## src/rtl/dijkstra_pkg.sv

```systemverilog
// Shared types and build defaults for the shortest-path engine.
// The `ifndef guards let a project-wide constants file override these defaults.
`ifndef DEFAULT_MAX_NODES
`define DEFAULT_MAX_NODES 8
`endif
`ifndef DEFAULT_INDEX_WIDTH
`define DEFAULT_INDEX_WIDTH 3
`endif
`ifndef DEFAULT_VALUE_WIDTH
`define DEFAULT_VALUE_WIDTH 8
`endif
`ifndef UNVISITED
`define UNVISITED 1'b0
`endif

package dijkstra_pkg;

    localparam int unsigned DEF_MAX_NODES   = `DEFAULT_MAX_NODES;
    localparam int unsigned DEF_INDEX_WIDTH = `DEFAULT_INDEX_WIDTH;
    localparam int unsigned DEF_VALUE_WIDTH = `DEFAULT_VALUE_WIDTH;

    // All-ones distance/weight means "no edge" or "unreached".
    localparam logic [DEF_VALUE_WIDTH-1:0] INF = '1;

    typedef logic [DEF_VALUE_WIDTH-1:0] dist_t;
    typedef logic [DEF_VALUE_WIDTH-1:0] weight_t;
    typedef logic [DEF_INDEX_WIDTH-1:0] index_t;

    typedef enum logic [2:0] {
        ST_IDLE   = 3'd0,
        ST_SELECT = 3'd1,
        ST_FETCH  = 3'd2,
        ST_RELAX  = 3'd3,
        ST_DONE   = 3'd4
    } state_t;

endpackage

```

## src/rtl/dijkstra_relax_cmp.sv

```systemverilog
// Relaxation compare: widened add, saturation check and update decision.
module relax_cmp #(
    parameter int unsigned VALUE_WIDTH = `DEFAULT_VALUE_WIDTH
) (
    input  logic [VALUE_WIDTH-1:0] cur_dist,
    input  logic [VALUE_WIDTH-1:0] weight,
    input  logic [VALUE_WIDTH-1:0] old_dist,
    input  logic                   unvisited,
    output logic [VALUE_WIDTH-1:0] sum_c,
    output logic                   update_c
);

    localparam logic [VALUE_WIDTH-1:0] VAL_INF = '1;

    logic [VALUE_WIDTH:0] wide_sum;

    // Extra carry bit so a saturating sum is seen as >= INF rather than wrapping.
    always_comb begin
        wide_sum = {1'b0, cur_dist} + {1'b0, weight};
        sum_c    = wide_sum[VALUE_WIDTH-1:0];
        update_c = (weight != VAL_INF)
                && unvisited
                && (wide_sum < {1'b0, VAL_INF})
                && (wide_sum < {1'b0, old_dist});
    end

endmodule

```

## src/rtl/dijkstra_relax.sv

```systemverilog
// Control and relaxation stage of the shortest-path engine.
// Optional predecessor tracking is enabled by defining DIJKSTRA_PRED_EN.
module dijkstra_relax
    import dijkstra_pkg::*;
#(
    parameter int unsigned MAX_NODES   = `DEFAULT_MAX_NODES,
    parameter int unsigned INDEX_WIDTH = `DEFAULT_INDEX_WIDTH,
    parameter int unsigned VALUE_WIDTH = `DEFAULT_VALUE_WIDTH
) (
    input  logic                               clk,
    input  logic                               rst_n,
    input  logic                               start,
    input  logic [INDEX_WIDTH-1:0]             source,
    output logic                               busy,
    output logic                               done,
    input  logic [INDEX_WIDTH-1:0]             min_index,
    input  logic [VALUE_WIDTH-1:0]             min_value,
    output logic [MAX_NODES-1:0]               visited_vector,
    output logic [MAX_NODES*VALUE_WIDTH-1:0]   dist_vector,
    output logic                               adj_rd_en,
    output logic [INDEX_WIDTH-1:0]             adj_rd_row,
    output logic [INDEX_WIDTH-1:0]             adj_rd_col,
    input  logic [VALUE_WIDTH-1:0]             adj_rd_data
`ifdef DIJKSTRA_PRED_EN
    ,
    output logic [MAX_NODES*INDEX_WIDTH-1:0]   prev_vector
`endif
);

    localparam int unsigned CNT_W = $clog2(MAX_NODES + 1);
    localparam logic [VALUE_WIDTH-1:0] VAL_INF = '1;
    localparam logic VISITED = !`UNVISITED;

    state_t                   state;
    logic [VALUE_WIDTH-1:0]   dist_q [MAX_NODES];
    logic [MAX_NODES-1:0]     visited_q;
    logic [INDEX_WIDTH-1:0]   cur;
    logic [INDEX_WIDTH-1:0]   nbr;
    logic [VALUE_WIDTH-1:0]   cur_dist;
    logic [CNT_W-1:0]         settled;
`ifdef DIJKSTRA_PRED_EN
    logic [INDEX_WIDTH-1:0]   prev_q [MAX_NODES];
`endif

    logic [VALUE_WIDTH-1:0]   sum_c;
    logic                     update_c;

    relax_cmp #(
        .VALUE_WIDTH (VALUE_WIDTH)
    ) u_relax_cmp (
        .cur_dist  (cur_dist),
        .weight    (adj_rd_data),
        .old_dist  (dist_q[nbr]),
        .unvisited (visited_q[nbr] == `UNVISITED),
        .sum_c     (sum_c),
        .update_c  (update_c)
    );

    assign visited_vector = visited_q;

    for (genvar g = 0; g < MAX_NODES; g++) begin : g_flat
        assign dist_vector[g*VALUE_WIDTH +: VALUE_WIDTH] = dist_q[g];
`ifdef DIJKSTRA_PRED_EN
        assign prev_vector[g*INDEX_WIDTH +: INDEX_WIDTH] = prev_q[g];
`endif
    end

    // Run sequencer: select one node, then fetch/relax every column of its row.
    always_ff @(posedge clk or negedge rst_n) begin
        if (!rst_n) begin
            state      <= ST_IDLE;
            busy       <= 1'b0;
            done       <= 1'b0;
            adj_rd_en  <= 1'b0;
            adj_rd_row <= '0;
            adj_rd_col <= '0;
            visited_q  <= {MAX_NODES{`UNVISITED}};
            cur        <= '0;
            nbr        <= '0;
            cur_dist   <= '0;
            settled    <= '0;
            for (int i = 0; i < MAX_NODES; i++) begin
                dist_q[i] <= VAL_INF;
`ifdef DIJKSTRA_PRED_EN
                prev_q[i] <= INDEX_WIDTH'(i);
`endif
            end
        end else begin
            done      <= 1'b0;
            adj_rd_en <= 1'b0;
            case (state)
                ST_IDLE: begin
                    if (start) begin
                        // An out-of-range source matches no slot, so the run ends at once.
                        for (int i = 0; i < MAX_NODES; i++) begin
                            dist_q[i] <= (source == INDEX_WIDTH'(i)) ? '0 : VAL_INF;
`ifdef DIJKSTRA_PRED_EN
                            prev_q[i] <= INDEX_WIDTH'(i);
`endif
                        end
                        visited_q <= {MAX_NODES{`UNVISITED}};
                        settled   <= '0;
                        busy      <= 1'b1;
                        state     <= ST_SELECT;
                    end
                end
                ST_SELECT: begin
                    if ((settled == CNT_W'(MAX_NODES)) || (min_value == VAL_INF)) begin
                        done  <= 1'b1;
                        state <= ST_DONE;
                    end else begin
                        for (int i = 0; i < MAX_NODES; i++) begin
                            if (min_index == INDEX_WIDTH'(i)) visited_q[i] <= VISITED;
                        end
                        cur        <= min_index;
                        cur_dist   <= min_value;
                        nbr        <= '0;
                        settled    <= settled + CNT_W'(1);
                        adj_rd_en  <= 1'b1;
                        adj_rd_row <= min_index;
                        adj_rd_col <= '0;
                        state      <= ST_FETCH;
                    end
                end
                ST_FETCH: begin
                    state <= ST_RELAX;
                end
                ST_RELAX: begin
                    if (update_c) begin
                        dist_q[nbr] <= sum_c;
`ifdef DIJKSTRA_PRED_EN
                        prev_q[nbr] <= cur;
`endif
                    end
                    if (nbr == INDEX_WIDTH'(MAX_NODES - 1)) begin
                        state <= ST_SELECT;
                    end else begin
                        nbr        <= nbr + INDEX_WIDTH'(1);
                        adj_rd_en  <= 1'b1;
                        adj_rd_row <= cur;
                        adj_rd_col <= nbr + INDEX_WIDTH'(1);
                        state      <= ST_FETCH;
                    end
                end
                ST_DONE: begin
                    busy  <= 1'b0;
                    state <= ST_IDLE;
                end
                default: begin
                    state <= ST_IDLE;
                end
            endcase
        end
    end

endmodule

```

## config.mk

```make
export PLATFORM = sky130hd
export DESIGN_NAME = dijkstra_relax
export DESIGN_NICKNAME = d
export VERILOG_FILES = /design/src/rtl/dijkstra_pkg.sv /design/src/rtl/dijkstra_relax_cmp.sv /design/src/rtl/dijkstra_relax.sv
export SDC_FILE = /design/constraint.sdc
export NUM_CORES = 1
export LEC_CHECK = 0
export ABC_AREA = 1
export ABC_CLOCK_PERIOD_IN_PS = 4600
export CORE_MARGIN = 2
export CORE_UTILIZATION = 58
export CTS_CLUSTER_DIAMETER = 80
export DETAILED_ROUTE_END_ITERATION = 7
export GPL_TIMING_DRIVEN = 1
export HOLD_SLACK_MARGIN = 0.05
export PLACE_DENSITY = 0.86
export SYNTH_ARGS = -nofsm -noshare
export SYNTH_HDL_FRONTEND = slang
export SYNTH_HIERARCHICAL = 1
export SYNTH_SLANG_ARGS = --single-unit
```

## constraint.sdc

```tcl
create_clock -name clk -period 4.6 [get_ports clk]
set_input_delay 0.46 -clock clk [delete_from_list [all_inputs] [get_ports clk]]
set_output_delay 0.46 -clock clk [all_outputs]
set_load 0.02 [all_outputs]
```

**Yosys cells after proc, flatten, opt, wreduce, memory -nomap -nowiden**

Index checks and enable logic that the tools add are counted.

- Bits in registers: 99
- Input bits: 25
- Output and inout bits: 81
- Logic and storage cells: 145

- Add/sub/neg operators: 3
- Order comparisons: 5
- Equal/unequal tests: 34
- Muxes and demuxes: 50
- Bitwise gates (word level): 3
- Reduce and logical (&&, ||, !) cells: 25

Operators with widths:

| kind | number |
|---|---|
| two-way mux 64 bit | 2 |
| one-hot mux 64 bit (2 select lines) | 1 |
| two-way mux 8 bit | 13 |
| bitwise mux 64 bit | 1 |
| AND reduction 4 bit | 8 |
| == test 3 bit (second input constant) | 10 |
| binary-select mux 8 bit (select 3 bit) | 1 |
| demux 8 bit (select 3 bit) | 1 |
| inequality test 2 bit (second input constant) | 11 |
| == test 3 x 2 -> 1 bit (second input constant) | 6 |
| two-way mux 3 bit | 6 |
| one-hot mux 8 bit (2 select lines) | 1 |
| two-way mux 1 bit | 14 |
| one-hot mux 3 bit (2 select lines) | 2 |
| one-hot mux 3 bit (4 select lines) | 1 |
| adder 8 x 8 -> 9 bit | 1 |
| == test 3 x 1 -> 1 bit (second input constant) | 3 |
| logical NOT 3 bit | 3 |
| < comparator 9 x 8 -> 1 bit | 1 |
| < comparator 9 x 8 -> 1 bit (second input constant) | 1 |
| AND reduction 3 bit | 3 |
| == test 8 bit (second input constant) | 1 |
| two-way mux 4 bit | 2 |
| inequality test 8 bit (second input constant) | 1 |
| other kinds (17) | 26 |

**Logic depth before layout (Yosys ltp)**

- Depth after elaboration: 8
- Mapped depth: 24

**Hierarchy**

The synthesis kept the hierarchy.

Modules (own cells, without submodules):

| module | times used | cells an instance | area each (µm²) | seq. area each (µm²) |
|---|---|---|---|---|
| dijkstra_relax | 1 | 710 | 5,366.4 | 2,557.5 |
| relax_cmp | 1 | 120 | 663.1 | 0.0 |

**Least setup slack after synthesis**

Ideal clock, no wire load.

- Path kind: input port to flip-flop
- Start: input port adj_rd_data[0]
- End: register dist_q (netlist bit dist_vector[56])
- Setup time: 60 ps
- Arrival time: 2,893 ps
- Data required time: 4,540 ps
- Setup slack: 1,647 ps
- Stages: 21
- Cells stage by stage: ha_1 -> fa_1 -> nand2_2 -> nand2_2 -> nand2_1 -> nand2_1 -> and2_2 -> ha_1 -> a21oi_1 -> nand3_1 -> nand2_1 -> nand2_1 -> nand2_1 -> nand2_1 -> nor2_1 -> nand2_1 -> nand2_4 -> nand2_2 -> nor2_2 -> nand2_1 -> nand2_1

- Cells in the longest elaborated chain, start to end: 6
- Elaborated cells between the ends (all ways): 12

Ends and longest elaborated chain:

| what | line | source |
|---|---|---|
| from (decl) | dijkstra_relax.sv:23 | `input logic [VALUE_WIDTH-1:0] adj_rd_data` |
| adder 8 x 8 -> 9 bit * | dijkstra_relax_cmp.sv:19 | `wide_sum = {1'b0, cur_dist} + {1'b0, weight};` |
| net sum_c[4] | dijkstra_relax.sv:45 | `logic [VALUE_WIDTH-1:0] sum_c;` |
| < comparator 9 x 8 -> 1 bit | dijkstra_relax_cmp.sv:23 | `&& (wide_sum < {1'b0, VAL_INF})` |
| logical AND 1 bit | dijkstra_relax_cmp.sv:23 |  |
| logical AND 1 bit * | dijkstra_relax_cmp.sv:24 | `&& (wide_sum < {1'b0, old_dist});` |
| net update_c | dijkstra_relax.sv:46 | `logic update_c;` |
| inequality test 2 x 1 -> 1 bit (no source line) * | - |  |
| AND reduction 3 bit (no source line) * | - |  |
| to (signal, indexed assignment) | dijkstra_relax.sv:96 | `dist_q[i] <= (source == INDEX_WIDTH'(i)) ? '0 : VAL_INF;` |
| to (signal, indexed assignment) | dijkstra_relax.sv:130 | `dist_q[nbr] <= sum_c;` |
| to (decl) | dijkstra_relax.sv:35 | `logic [VALUE_WIDTH-1:0] dist_q [MAX_NODES];` |

The timed path passes the listed nets; every way through them passes the cells marked *. The select of a mux whose other input is x is not followed.
A chain may end at the register's enable or synchronous reset.

**Final worst setup path**

- Start: register nbr[0]
- End: register dist_q (netlist bit dist_vector[50])

- Cells in the longest elaborated chain, start to end: 8
- Elaborated cells between the ends (all ways): 21

Ends and longest elaborated chain:

| what | line | source |
|---|---|---|
| from (decl) | dijkstra_relax.sv:38 | `logic [INDEX_WIDTH-1:0] nbr;` |
| from (signal assigned) | dijkstra_relax.sv:138 | `nbr <= nbr + INDEX_WIDTH'(1);` |
| inverter 3 -> 4 bit (not written as such) / binary-select mux 1 bit (select 3 bit) (equally long branches) | dijkstra_relax.sv:53, dijkstra_relax.sv:54 |  |
| binary-select mux 8 bit (select 3 bit) / two-way mux 1 bit (equally long branches) | dijkstra_relax.sv:53, dijkstra_relax.sv:54 |  |
| two-way mux 8 bit (not written as such) / inverter 1 bit (equally long branches) | - |  |
| two-way mux 8 bit (not written as such) / logical AND 1 bit (equally long branches) | dijkstra_relax.sv:53, dijkstra_relax_cmp.sv:22 |  |
| < comparator 9 x 8 -> 1 bit / logical AND 1 bit (equally long branches) | dijkstra_relax_cmp.sv:24, dijkstra_relax_cmp.sv:23 |  |
| logical AND 1 bit * | dijkstra_relax_cmp.sv:24 |  |
| net update_c | dijkstra_relax.sv:46 |  |
| inequality test 2 x 1 -> 1 bit (no source line) * | - |  |
| AND reduction 3 bit (no source line) * | - |  |

Marks and branches as above.

==> impl_metrics.tcl <==
set metrics [dict create \
    ys_ff_latch 99 \
    yosysTopAreaCell "dfstp_2" \
    slew_headroom_pct 18.80 \
    fin_cells 1072 \
    cp.arrival_ns 4.24 \
    place_ws_ns 0.7009 \
    fill_cells 838 \
    clockBufferDepth 2 \
    setup_viol 0 \
    drt_wl_total_mm 16.62 \
    clkPwrFrac_pct 9.0 \
    drc 0 \
    synth_area_leaders "dfstp_2, nand2_1, dfrtp_1" \
    status "completed" \
    synthArstFlopShare_pct 100.0 \
    reg2reg_slack_ns 0.70 \
    grt_max_degree 76 \
    synth_xor_area_share_pct 0.2905 \
    grt_usage_pct 30.62 \
    post_cts_resized 0 \
    fmax_mhz 256.7 \
    yosysWarnings 6 \
    crit_type "reg -> reg" \
    fin_tns_setup_ns 0 \
    routabilityCongestion 0.9417 \
    reg2regPathDepth 24 \
    port_buffers 105 \
    power_frac_seq_pct 30.0 \
    worst_setup_path_start_kind "flip-flop" \
    p_leak_nw 3.584 \
    synth_top_area_share_pct 27.89 \
    synth_compound_area_share_pct 12.62 \
    switching_share_pct 49.67 \
    power_switching_mw 3.265 \
    rr_endpoint "dist_vector[50]" \
    ios 106 \
    synthSimpleGateAreaFrac_pct 32.45 \
    core_mm2 0.01023 \
    antenna_found_initial 0 \
    rr_startpoint "nbr[0]" \
    total_power_mw 6.573 \
    grt_pass1_wl_mm 26.72 \
    clock-skew-final_ns 0.01093 \
    cts-root-buf "clkbuf_8" \
    synth_area_mm2 0.006030 \
    dp_cells 1056 \
    cts_tree "yes" \
    cts.htree.levels 3 \
    drt_iter0_drc 496 \
    yosys.area_share.adder_pct 4.275 \
    cts_buffers 9 \
    multiInputGateArea_mm2 0.003003 \
    layout_setup_ws_ns 0.7050 \
    synth_edf_count 0 \
    finalCritPeriodShare_pct 84.67 \
    clk_latency_ns 0.40 \
    whs_ns 0.2072 \
    post-cts-setup-buffer-count 0 \
    cap_violations 0 \
    synth_cells 830 \
    synth_top_family_by_area "simple AND/OR/NAND/NOR gates" \
    rows 37 \
    end_kind "flip-flop" \
    cts_hold_buffers 0 \
    synth_flop_cell "dfstp_2" \
    ys_seq_area_share_pct 42.42 \
    start_util_pct 58.93 \
    internal_power_mw 3.308 \
    synth.avg_cell_area_um2 7.264 \
    num_vias 5930 \
    wl_per_cell_um 15.50 \
    rsz0062_at_grt "false" \
    power_frac_comb_pct 61.0 \
    vdd_ir_drop_max_mv 0.3916 \
    layout-drive-gt1-share_pct 13.46 \
    synth_nets 875 \
    first_global_vias 5351 \
    synth.area.mux_share_pct 0.1660 \
    final-max-slew-violation-count 0 \
    p_per_area_mw_per_mm2 891.9 \
    yosysUniqueCellTypes 36 \
    yosysMostFrequentCell "nand2_1" \
    vias_per_cell 5.532 \
    cts_sinks 99 \
    crit_fanout 16 \
    die_area_mm2 0.01123 \
    dieHeight_um 106.0 \
    ant_nets 0 \
    clk_pin_slew_ns 0.10 \
    hp-class "in -> async" \
    ff_latch_area_mm2 0.002557 \
    critPathRequiredTime_ns 4.95 \
    synth_common_cells "nand2_1, inv_1, o21ai_0" \
    die_w_um 106.0 \
    period_needed_ns 3.895 \
    tightest_slew_ns 1.218 \
    grt-ovfl-total 0 \
    first_pass_iters 5 \
    n_antenna_cell 0 \
    finalHoldViolCount 0 \
    fin_nets 976 \
    syn_to_final_growth_pct 22.22 \
    hpwl_mm 12.05 \
]
registers in the layout, indices dropped and copies added, names as in the netlist, 3 cells and up:
signal	cells
cur_dist	8
visited_vector	8
adj_rd_row	3
nbr	3
dist_vector	64
cur	3
settled	4
state	3
through the flow:
stage / area, µm² / util (%)
6_report: 7370 / 72.03
5_1_grt: 7370 / 72.03
4_1_cts: 7370 / 72.03
3_5_place_dp: 7169 / 70.07
3_3_place_gp: 7169 / 70.07
2_1_floorplan: 6030 / -
placed cells by master (no fill, tap or decap), types with 2 or more instances in the layout:
cell	instances
ha_1	19
dfrtp_1	35
a21oi_1	24
clkdlybuf4s50_1	104
o21ai_1	22
o21ai_0	77
nand3b_1	3
nand2_1	338
nand3_2	10
a22oi_1	3
inv_1	79
buf_4	7
a31oi_1	2
inv_2	13
clkinvlp_4	3
or2_2	2
clkbuf_8	9
nand3b_4	3
o22ai_1	15
nand3_1	37
nor2_2	2
nand2_2	7
dfstp_2	64
nor2_1	26
xor2_1	2
nand4_1	17
cells by family (layout without fill, tap and decap cells):
logic type,after synthesis,count (layout)
AND/OR/NAND/NOR,450,450
AO/OA/AOI/OAI,145,145
buffers and inverters,113,219
flip-flops,99,99
adder cells (fa/ha/maj),20,20
XOR/XNOR,2,2
multiplexers,1,1
worst max-delay path by stage:
stage	slack (ns)	from	to
3_5_place_dp	0.70	adj_rd_data[0]	dist_vector[7]
4_1_cts	0.86	nbr[0]	dist_vector[7]
3_3_place_gp	0.77	adj_rd_data[0]	dist_vector[3]
6_report	0.70	nbr[0]	dist_vector[50]
2_1_floorplan	1.65	adj_rd_data[0]	dist_vector[56]
5_1_grt	0.36	nbr[0]	dist_vector[50]
critical path, stage by stage, from the launching register on:
cell and delay, ns:
dfrtp_1 0.57, inv_1 0.37, nand3_1 0.40, inv_2 0.27, nand2_1 0.08, o21ai_0 0.09, nor2_1 0.08, nand3b_1 0.08
inv_1 0.05, ha_1 0.30, nand2_1 0.06, nand2_1 0.05, nand3_1 0.07, nand3_1 0.07, nand2_1 0.07, nand2_1 0.05
nand2_1 0.05, nand2_1 0.05, nor2_1 0.13, nand2_1 0.10, nand2_4 0.22, nand2_2 0.10, nor2_2 0.35, nand2_1 0.11
nand2_1 0.09
layer usage:
| layer | vias to the layer above | global-route usage, % | routed length (µm) |
|---|---|---|---|
| li1 | 2890 | - | - |
| met1 | 2700 | 42.10 | 6843 |
| met2 | 303 | 48.48 | 7686 |
| met3 | 37 | 4.721 | 1551 |
| met4 | 0 | 13.16 | 535 |
| met5 | - | 0 | 0 |
power by group through the flow:
stage	sequential [mW]	combinational [mW]	clock, mW
final	1.97	4.01	0.592
after global routing	2.02	4.47	0.617
after CTS	1.95	3.97	0.588
after detailed placement	1.96	3.95	0
after global placement	1.97	3.87	0
after floorplan	2.28	2.23	0
final cells by class:
cell class | instances | area share [%]
Clock inverter | 6 | 0.9847
Sequential cell | 99 | 34.70
Tap cell | 136 | 2.309
Inverter | 92 | 4.686
Clock buffer | 10 | 1.732
Timing Repair Buffer | 111 | 14.84
Multi-Input combinational cell | 618 | 40.75
(Power assumes the default switching activity.)
==> patch 1 (same settings) <==
Change the macro `DEFAULT_MAX_NODES` from 8 to 16.
--- a/src/rtl/dijkstra_pkg.sv
+++ b/src/rtl/dijkstra_pkg.sv
@@ -3,3 +3,3 @@
 `ifndef DEFAULT_MAX_NODES
-`define DEFAULT_MAX_NODES 8
+`define DEFAULT_MAX_NODES 16
 `endif
Ports: changed (resized dist_vector and visited_vector); port bits go from 106 to 178. No check against the original RTL was run, so the function may have changed too.
==> patch 1 against the unedited design <==
- the flow now finishes with violations (design-rule violations)
- critical path depth decreased by 2
- critical endpoint is now dist_vector[31]
- total power is 21% higher
- sequential power rose by 9.6%
- sequential cell count rose by 9
- area after synthesis is 15% higher
- die area increased by 14%
- final cell count is 8.6% higher
- wire length is 16% higher
- clock power is 33% higher
- highest routed layer unchanged
- core utilization is 1.9 points higher
- design area grew 16%
- worst setup slack better by 310 ps
==> patch 1: results (changes against the unedited design) <==
The fraction of area in registers is 0.328 (-0.0189). The final routed wirelength across all metal layers is 19300 um (+16%). The routability congestion estimate from global placement came out at 0.959 (+1.8%). The number of I/O port buffers came to 177 (+69%). The synthesized area per cell is 7.54 um2 (+3.8%). The total routed wire length on the met1 layer is 7980 um (+17%). The clock input transition at the sequential cells of the worst setup and hold paths is 70 ps (-30 ps). The initial detailed-routing violation count came out at 723 (+46%). The layout cell share with drive strength beyond 1 is 0.119 (-0.0161). The maximum number of pins on one net before global-route repair came to 68 (-11%).

The relative max-transition margin is 0.350 (+0.162). The portion of the layout cell area used by non-clock buffers is 0.210 (+0.0621). The non-clock buffer total of the final layout came out at 180 (+62%). The worst-skew pair later-pin latency was 360 ps (-40 ps). The number of filler cells placed in the layout came out at 877 (+4.7%).

By area the synthesized netlist is led by sky130_fd_sc_hd__dfstp_2 27%, sky130_fd_sc_hd__nand2_1 16%, sky130_fd_sc_hd__dfrtp_1 13%, sky130_fd_sc_hd__buf_4 6.9%, sky130_fd_sc_hd__o21ai_0 5.8%. The average wire length per cell after detail routing came out at 16.6 um (+7.2%). The static leakage power came out at 4.01 nW (+12%). The worst flop-to-flop path endpoint is dist_vector[31]. The met3 global-route usage is 0.0573 (+0.0101). The overall global routing resource usage came out at 0.302 (-0.00372).

The clock distribution area overhead in the final layout is 0.0350 (+0.00782). The number of cells on the worst reg-to-reg path is 22 (-8.3%). The number of clock buffers in the layout came out at 12 (+2). The post-route DRC violation count came out at 20 (+20). The delay of the slowest critical-path stage came to 510 ps (-60 ps). The via count of the first global-routing pass came out at 5858 (+9.5%). The number of clock sinks came out at 108 (+9.1%). The flow ran to the end, but the final reports show violations.

The global-route track usage on met1 is 0.409 (-0.0122). The total half-perimeter wirelength after legalization and detailed placement is 13900 um (+15%). The layout multi-input combinational cell count is 626 (+1.3%). The net switching power figure was 3.90 mW (+19%). The maximum frequency from static timing analysis came out at 279 MHz (+8.6%). The multi-input gate share of total cell area is 0.365 (-0.0422). The final reports fail on design-rule violations.
patch 1: changes by cell type after synthesis, moves of 9 or more:
cell,delta
sky130_fd_sc_hd__inv_2,-9
sky130_fd_sc_hd__buf_4,+62
sky130_fd_sc_hd__nand3_1,+28
sky130_fd_sc_hd__o22ai_1,-11
sky130_fd_sc_hd__a21oi_1,+41
sky130_fd_sc_hd__nand2_1,-41
sky130_fd_sc_hd__o21ai_1,-14
patch 1: cell families after synthesis:
family,share of synthesized area
AO/OA/AOI/OAI,0.122
flip-flops,0.404
AND/OR/NAND/NOR,0.287
XOR/XNOR,0.00253
adder cells (fa/ha/maj),0.0373
buffers and inverters,0.147
patch 1: power by group through the flow:
stage | Combinational [mW] | Clock, mW | Sequential, mW
3_3_place_gp | 4.78 | 0 | 2.16
2_1_floorplan | 3.01 | 0 | 2.50
4_1_cts | 4.94 | 0.786 | 2.16
6_report | 4.97 | 0.787 | 2.16
3_5_place_dp | 4.89 | 0 | 2.16
5_1_grt | 5.39 | 0.823 | 2.23
==> patch 2 (same settings) <==
Made on the original files. Make the reset (`rst_n`) synchronous in one clocked block.
--- a/src/rtl/dijkstra_relax.sv
+++ b/src/rtl/dijkstra_relax.sv
@@ -68,3 +68,3 @@
     // Run sequencer: select one node, then fetch/relax every column of its row.
-    always_ff @(posedge clk or negedge rst_n) begin
+    always_ff @(posedge clk) begin
         if (!rst_n) begin
Check against the original RTL: differs if rst_n is asserted again (counterexample within 4 cycles, from zero or initial values and one cycle with rst_n low); with rst_n held inactive, the same outputs for 10 cycles.
==> patch 2 against the unedited design <==
- design area shrank 6.5%
- area after synthesis decreased by 8.1%
- synthesized cell count fell by 18%
- worst setup slack got worse by 110 ps
- wire length shrank 8.9%
- sequential cell count up 3
- critical endpoint is now dist_q[1][2]
Power is not compared: it rests on default switching activity, and its combinational part moved more than twofold at a synthesized area within 25%.
==> patch 2: results (changes against the unedited design) <==
The via count of the first global-routing pass was 5072 (-5.2%). The number of flops mapped to enable cells by yosys came out at 64 (+64). The standard cell area after detailed placement came out at 6700 um2 (-6.6%). The final routed wirelength across all metal layers was 15100 um (-8.9%). Ranked by instance count, the synthesized netlist is headed by 157 x sky130_fd_sc_hd__nand2_1, 90 x sky130_fd_sc_hd__nor2_1, 68 x sky130_fd_sc_hd__inv_1, 64 x sky130_fd_sc_hd__edfxtp_1, 59 x sky130_fd_sc_hd__o21ai_0. The overall global routing resource usage is 0.301 (-0.00500). The total number of yosys warnings came out at 6 (unchanged).

The maximum fanout encountered on the critical timing path came out at 17 (+1). The net count of the mapped netlist is 724 (-17%). The share of flip-flops with an asynchronous set or reset after synthesis was 0 (-1.00). The clock input transition at the sequential cells of the worst setup and hold paths is 100 ps (about the same). The layout cell share with drive strength beyond 1 is 0.0790 (-0.0556). The worst setup skew after layout was 11.0 ps (+0.109 ps). The antenna cell count was 0 (unchanged). The number of filler cells placed in the layout came out at 668 (-20%).

The deepest clock path buffer count was 2 (unchanged). The wire length of the first global-routing pass was 23800 um (-11%). The number of H-tree branching levels came to 3 (unchanged).

The maximum number of pins on one net before global-route repair is 33 (-57%). The root buffer cell chosen for the clock tree is sky130_fd_sc_hd__clkbuf_8. The count of cell types in the netlist is 34 (-5.6%). The worst-skew pair later-pin latency came out at 380 ps (-20 ps). The flow ran to the end, and the final reports show no timing, DRC or antenna violations. The post-placement setup slack came to 393 ps (-308 ps). The delay of the slowest critical-path stage is 750 ps (+180 ps). Among cell families on the critical path, the largest total delay comes from simple AND/OR/NAND/NOR gates. Among all stages on the critical path, the largest delay is contributed by sky130_fd_sc_hd__dfxtp_1. The measured slew at the worst slew-check pin came to 739 ps (-480 ps). The number of flip-flops in the largest register came out at 64 (unchanged). The initial detailed-routing violation count came to 354 (-29%). The routability congestion estimate from global placement is 0.970 (+3.0%). The total half-perimeter wirelength after legalization and detailed placement came out at 11600 um (-4.0%).

The worst hold path belongs to the class flop to flop. The final net count is 825 (-15%). After synthesis, the cell types taking the most area are sky130_fd_sc_hd__edfxtp_1 35%, sky130_fd_sc_hd__dfxtp_1 14%, sky130_fd_sc_hd__nand2_1 11%, sky130_fd_sc_hd__nor2_1 6.1%, sky130_fd_sc_hd__o21ai_0 5.3%.

The proportion of synthesized chip area in sequential cells came out at 0.484 (+0.0601). The data arrival time of the worst path came out at 4050 ps (-190 ps). The detailed-route vias per instance is 5.75 (+3.9%).
patch 2: metal layers:
metal	global-route usage	routed length, um	vias up
li1	-	-	2480
met1	0.367	5730	2393
met2	0.498	7260	317
met3	0.0614	1390	65
met4	0.172	757	0
met5	0	0	-
patch 2: layout make-up:
cell class	count	area share
sequential	102	0.389
multi-input combinational	480	0.361
timing repair buffer	108	0.156
inverter	79	0.0431
tap	129	0.0234
clock buffer	10	0.0185
clock inverter	6	0.00908
patch 2: cell families (layout without fill, tap and decap cells):
logic type	Yosys count	in the layout	synth area share
simple gates	317	317	0.251
compound gates	143	143	0.151
flops	102	102	0.484
buf+inv	97	203	0.0673
fa+ha+maj	20	20	0.0465
patch 2: stage by stage:
stage               power [mW]  utilization  hold WS [ps]  std cells
global placement          1.69        0.725           460        898
finish                    2.28        0.745           477        914
CTS                       2.26        0.745           485        914
global route              2.39        0.745           507        914
floorplan                 1.50            -           450        679
detailed placement        1.72        0.725           470        898
patch 2: final timing paths:
check                           slack, ps  cells after the start           endpoint              start
worst max-delay path                  600                     19       dist_q[1][2]               flop
worst min-delay path                  480                      2  visited_vector[3]  visited_vector[3]
worst max register to register        600                     19       dist_q[1][2]               flop
worst min register to register        480                      2  visited_vector[3]  visited_vector[3]
patch 2: power breakdown:
group          switching, mW  leakage, nW  total (mW)  internal (mW)
clock network          0.310       0.0915       0.560          0.250
logic                  0.432         1.70       0.638          0.205
registers             0.0500        0.789        1.08           1.03
total                  0.792         2.58        2.28           1.49
patch 2: worst reg2reg max path, delay by kind of cell (launching register included):
kind                       cells  cell delay, ps
AOI/OAI and AO/OA              2             370
adders and majority gates      1             330
buffers and inverters          2             510
DFF                            1             750
and+or+nand+nor               14            1740
